**src/rtl/serial_subtractor.sv**
```systemverilog
// Bit-serial two's-complement subtractor: diff = a - b - bin, one bit per cycle, LSB first.
// A single full-subtractor slice plus a borrow flop; results and flags register on completion.
module serial_subtractor #(
    parameter int unsigned WIDTH = 8
) (
    input  logic             clk,
    input  logic             rst_n,
    input  logic             start_valid_i,
    output logic             start_ready_o,
    input  logic [WIDTH-1:0] a_i,
    input  logic [WIDTH-1:0] b_i,
    input  logic             bin_i,
    output logic [WIDTH-1:0] diff_o,
    output logic             bout_o,
    output logic             zero_o,
    output logic             ovf_o,
    output logic             done_o,
    output logic             busy_o
);

    localparam int unsigned CntW = $clog2(WIDTH) + 1;
    localparam logic [CntW-1:0] LastCnt = CntW'(WIDTH - 1);

    typedef enum logic [1:0] {StIdle, StRun, StDone} state_e;

    state_e            state_q, state_d;
    logic [WIDTH-1:0]  sa_q, sa_d;
    logic [WIDTH-1:0]  sb_q, sb_d;
    logic [WIDTH-2:0]  sr_q, sr_d;
    logic              br_q, br_d;
    logic [CntW-1:0]   cnt_q, cnt_d;
    logic [WIDTH-1:0]  diff_q, diff_d;
    logic              bout_q, bout_d;
    logic              zero_q, zero_d;
    logic              ovf_q, ovf_d;

    logic              x, y, d, bo;
    logic [WIDTH-1:0]  res;

    assign x   = sa_q[0];
    assign y   = sb_q[0];
    assign d   = x ^ y ^ br_q;
    assign bo  = (~x & y) | (~(x ^ y) & br_q);
    // On the last cycle res holds the complete difference with d as its MSB.
    assign res = {d, sr_q};

    always_comb begin
        state_d = state_q;
        sa_d    = sa_q;
        sb_d    = sb_q;
        sr_d    = sr_q;
        br_d    = br_q;
        cnt_d   = cnt_q;
        diff_d  = diff_q;
        bout_d  = bout_q;
        zero_d  = zero_q;
        ovf_d   = ovf_q;
        unique case (state_q)
            StIdle: begin
                if (start_valid_i) begin
                    sa_d    = a_i;
                    sb_d    = b_i;
                    br_d    = bin_i;
                    cnt_d   = '0;
                    state_d = StRun;
                end
            end
            StRun: begin
                sa_d  = {1'b0, sa_q[WIDTH-1:1]};
                sb_d  = {1'b0, sb_q[WIDTH-1:1]};
                sr_d  = res[WIDTH-1:1];
                br_d  = bo;
                cnt_d = cnt_q + CntW'(1);
                if (cnt_q == LastCnt) begin
                    diff_d  = res;
                    bout_d  = bo;
                    zero_d  = (res == '0);
                    ovf_d   = (x != y) & (d != x);
                    state_d = StDone;
                end
            end
            StDone: begin
                state_d = StIdle;
            end
            default: begin
                state_d = StIdle;
            end
        endcase
    end

    always_ff @(posedge clk or negedge rst_n) begin
        if (!rst_n) begin
            state_q <= StIdle;
            sa_q    <= '0;
            sb_q    <= '0;
            sr_q    <= '0;
            br_q    <= 1'b0;
            cnt_q   <= '0;
            diff_q  <= '0;
            bout_q  <= 1'b0;
            zero_q  <= 1'b0;
            ovf_q   <= 1'b0;
        end else begin
            state_q <= state_d;
            sa_q    <= sa_d;
            sb_q    <= sb_d;
            sr_q    <= sr_d;
            br_q    <= br_d;
            cnt_q   <= cnt_d;
            diff_q  <= diff_d;
            bout_q  <= bout_d;
            zero_q  <= zero_d;
            ovf_q   <= ovf_d;
        end
    end

    assign start_ready_o = (state_q == StIdle);
    assign busy_o        = (state_q != StIdle);
    assign done_o        = (state_q == StDone);
    assign diff_o        = diff_q;
    assign bout_o        = bout_q;
    assign zero_o        = zero_q;
    assign ovf_o         = ovf_q;

endmodule

```
**config.mk**
```make
export PLATFORM = sky130hd
export DESIGN_NAME = serial_subtractor
export DESIGN_NICKNAME = d
export VERILOG_FILES = /design/src/rtl/serial_subtractor.sv
export SDC_FILE = /design/constraint.sdc
export NUM_CORES = 1
export LEC_CHECK = 0
export ABC_CLOCK_PERIOD_IN_PS = 5000
export BUFFER_PORTS_ARGS = -buffer_cell sky130_fd_sc_hd__buf_2
export CAP_MARGIN = 20
export CORE_MARGIN = 2
export CORE_UTILIZATION = 50
export CTS_BUF_LIST = sky130_fd_sc_hd__clkbuf_16
export CTS_CLUSTER_SIZE = 12
export DETAILED_ROUTE_END_ITERATION = 12
export PLACE_DENSITY = 0.73
export SLEW_MARGIN = 40
export SYNTH_ARGS = -nofsm -noshare
export SYNTH_HDL_FRONTEND = slang
export SYNTH_SLANG_ARGS = --single-unit
```
**constraint.sdc**
```tcl
create_clock -name clk -period 5 [get_ports clk]
set_input_delay 0.25 -clock clk [delete_from_list [all_inputs] [get_ports clk]]
set_output_delay 0.25 -clock clk [all_outputs]
set_load 0.05 [all_outputs]
```
==> summary.md <==
| Metric | Value |
|---|---|
| Global-route wire length before repair | 5980 microns |
| Worst clock skew | 0.00303 ns |
| Post-CTS Hold Buffers | 1 |
| Footprint of the multi-input gates | 692 sq um |
| Bufs on Longest Clock Path | 2 |
| Initial drt markers | 50 |
| Gpl congestion | 0.705 |
| Post-Syn Area | 1770 sq um |
| Residual DRC | 0 |
| Core ar. | 3360 sq um |
| Post-route ant nets | 0 |
| Clk_lat worst skew | 0.28 ns |
| Pin count of the biggest net entering global routing | 42 |
| Fin util | 63.5% |
| Crit path buf inv count | 0 |
| Resize count post-CTS | 0 |
| Critical path depth | 3 |
| Hpwl dp | 2390 microns |
| CP Max Fanout | 26 |
| TritonCTS clock tree | yes |
| Maximum vdd ir drop | 0.374 mV |
| Final setup viols | 0 |
| Synth-to-Final Area Change | 20.9% |
| Yosys top cell by area | dfrtp_1 |
| Hold Fails Final Rpt | 0 |
| Type of the most critical hold path | input pin to register |
| Row Count | 21 |
| CP Data Arrival Time | 2.32 ns |
| Async set or reset register ratio after synthesis | 100% |
| Initial Util | 52.6% |
| CP top delay family | simple AND/OR/NAND/NOR gates |
| Post-CTS setup buffers | 0 |
| Least-Margin Pin Slew | 0.560 ns |
| Syn_nets | 175 |
| Pwr Density | 730 nW/um^2 |
| Startpoint Class | register |
| CP Cell Sequence | nand2b_1 > nor3_4 > mux2_2 |
| Relative slew slack | 62.5% |
| Leakage | 1.01 nW |
| Synth Area in Simple Gates | 10.7% |
| Compound-Gate Fraction of Synth Area | 13.4% |
| Distinct cells, synth | 27 |
| Commonest non-fill, non-tap cell in the layout | dfrtp_1 |
| Die Width | 63.5 microns |
| Minimum clock period | 2.15 ns |
| CP max stage delay | 0.65 ns |
| Top cell type's share of synthesized area | 58.0% |
| Vias per inst | 5.45 |
| Avg Cell Area, Syn | 11.6 sq um |
| Hold depth | 2 |
| TritonRoute pass-1 iters | 4 |
| Clock slew at reported path FFs | 0.06 ns |
| TritonCTS Buffers | 5 |
| Total negative slack | 0 ns |
| Initial antenna violation count | 0 |
| Top Ports | 34 |
| H-tree depth | 2 |
| Number of diodes | 0 |
| Synth Warn # | 0 |
| Vias in the first global route | 1253 |
| Critical-path top delay cell | dfrtp_2 |
| #FFs+latches synth | 41 |
| EDFF count, synth | 0 |
| Net count reported at finish | 208 |
| Root Driver | clkbuf_16 |
| FILL cells | 302 |
| Largest family of logic cells by synthesized area | compound AO/OA/AOI/OAI gates |
| Port Buffer Count | 33 |
| Die Y | 63.5 microns |
| Post-Synth Adder-Cell Area | 2.55% |
| Register area | 1030 sq um |
| Commonest non-fill, non-tap cells in the layout | dfrtp_1, buf_2, nand2_1 |
| Synth Area in XOR/XNOR | 0.495% |
| Post-synth top flop | dfrtp_1 |
| Fraction of layout cells with a size suffix above 1 | 28.6% |
| Number of max-cap violations | 0 |
| Max Slew Vio Count | 0 |
| Routed WL | 3480 microns |
| Synth area leaders | dfrtp_1, o21ai_0, a22oi_1 |
| Unrepaired setup endpoints after global routing | no |
| Period utilisation layout | 43.0% |
| GRT Overall Usage | 19.6% |
| Setup CP Type | register to register |
| Routed len/inst | 15.0 microns |
| Total number of vias | 1258 |
| Tot Pwr | 1.56 mW |
| CTS Sinks | 41 |
| Status | finished clean |
| Worst Setup End Kind | register |
| Sequential area share after synthesis | 58.0% |
| Post-synthesis mux area share | 11.3% |
| Die Footprint | 4030 sq um |
| Overflow left after global routing | 0 |
| Post-Syn Instances | 152 |
| Fmax | 0.465 GHz |
| R2R depth | 3 |
| Crit path required time | 5.17 ns |
==> cell families after synthesis <==
family          count (synthesis)
simple gates                   38
buf+inv                        13
flops                          41
mux                            18
xor+xnor                        1
compound gates                 38
fa+ha+maj                       3
==> power by group <==
| part | total (mW) | internal [mW] | switching (mW) |
|---|---|---|---|
| sequential | 0.611 | 0.476 | 0.136 |
| combinational | 0.599 | 0.222 | 0.377 |
| clock | 0.351 | 0.231 | 0.120 |
| total | 1.56 | 0.929 | 0.632 |
==> Yosys cell counts, drive strengths merged (3+ instances only) <==
cell type,n
a22oi,12
nand2,20
buf,6
clkbuf,3
nor2,4
nand3,3
mux2,16
inv,4
dfrtp,41
and3b,3
a21oi,4
o21ai,18
==> layout make-up <==
| cell class | count | area share, % |
|---|---|---|
| clock buffer | 5 | 5.85 |
| inverter | 4 | 0.703 |
| tap | 46 | 2.69 |
| clock inverter | 2 | 1.64 |
| sequential | 41 | 48.1 |
| timing repair buffer | 35 | 8.67 |
| multi-input combinational | 98 | 32.4 |
==> per-stage QoR <==
step                      hold WS (ns)  cells  area (sq um)  setup WS [ns]
final                            0.229    231          2140           2.85
after CTS                        0.228    231          2120           2.33
after detailed placement         0.259    223          1950           2.34
after global placement           0.411    223          1950           2.46
after global routing             0.234    231          2140           2.65
after floorplan                -0.0456    152          1770           2.94
==> worst paths after layout <==
| check | from | endpoint | slack (ns) |
|---|---|---|---|
| worst min-delay path | a_i[7] | sa_q[7] | 0.23 |
| worst min register to register | diff_o[2] | diff_o[2] | 0.48 |
| min in group asynchronous | rst_n | diff_o[0] | 0.49 |
| worst max-delay path | state_q[0] | diff_o[0] | 2.85 |
| worst max register to register | state_q[0] | diff_o[0] | 2.85 |
| max in group asynchronous | rst_n | state_q[0] | 4.14 |
==> routing by layer <==
metal  wire (microns)  up-vias  GRT usage, %
met4               37        0          8.97
met2             1770       33          32.1
met5                0        -             0
li1                 -      600             -
met1             1510      622          24.7
met3              165        3          4.29
==> registers in the layout, indices dropped and copies added (netlist names) <==
signal / flops
zero_o: 1
ovf_o: 1
sr_q: 7
bout_o: 1
sb_q: 8
state_q: 2
br_q: 1
cnt_q: 4
diff_o: 8
sa_q: 8
No activity file was read; power rests on OpenSTA's default activity.
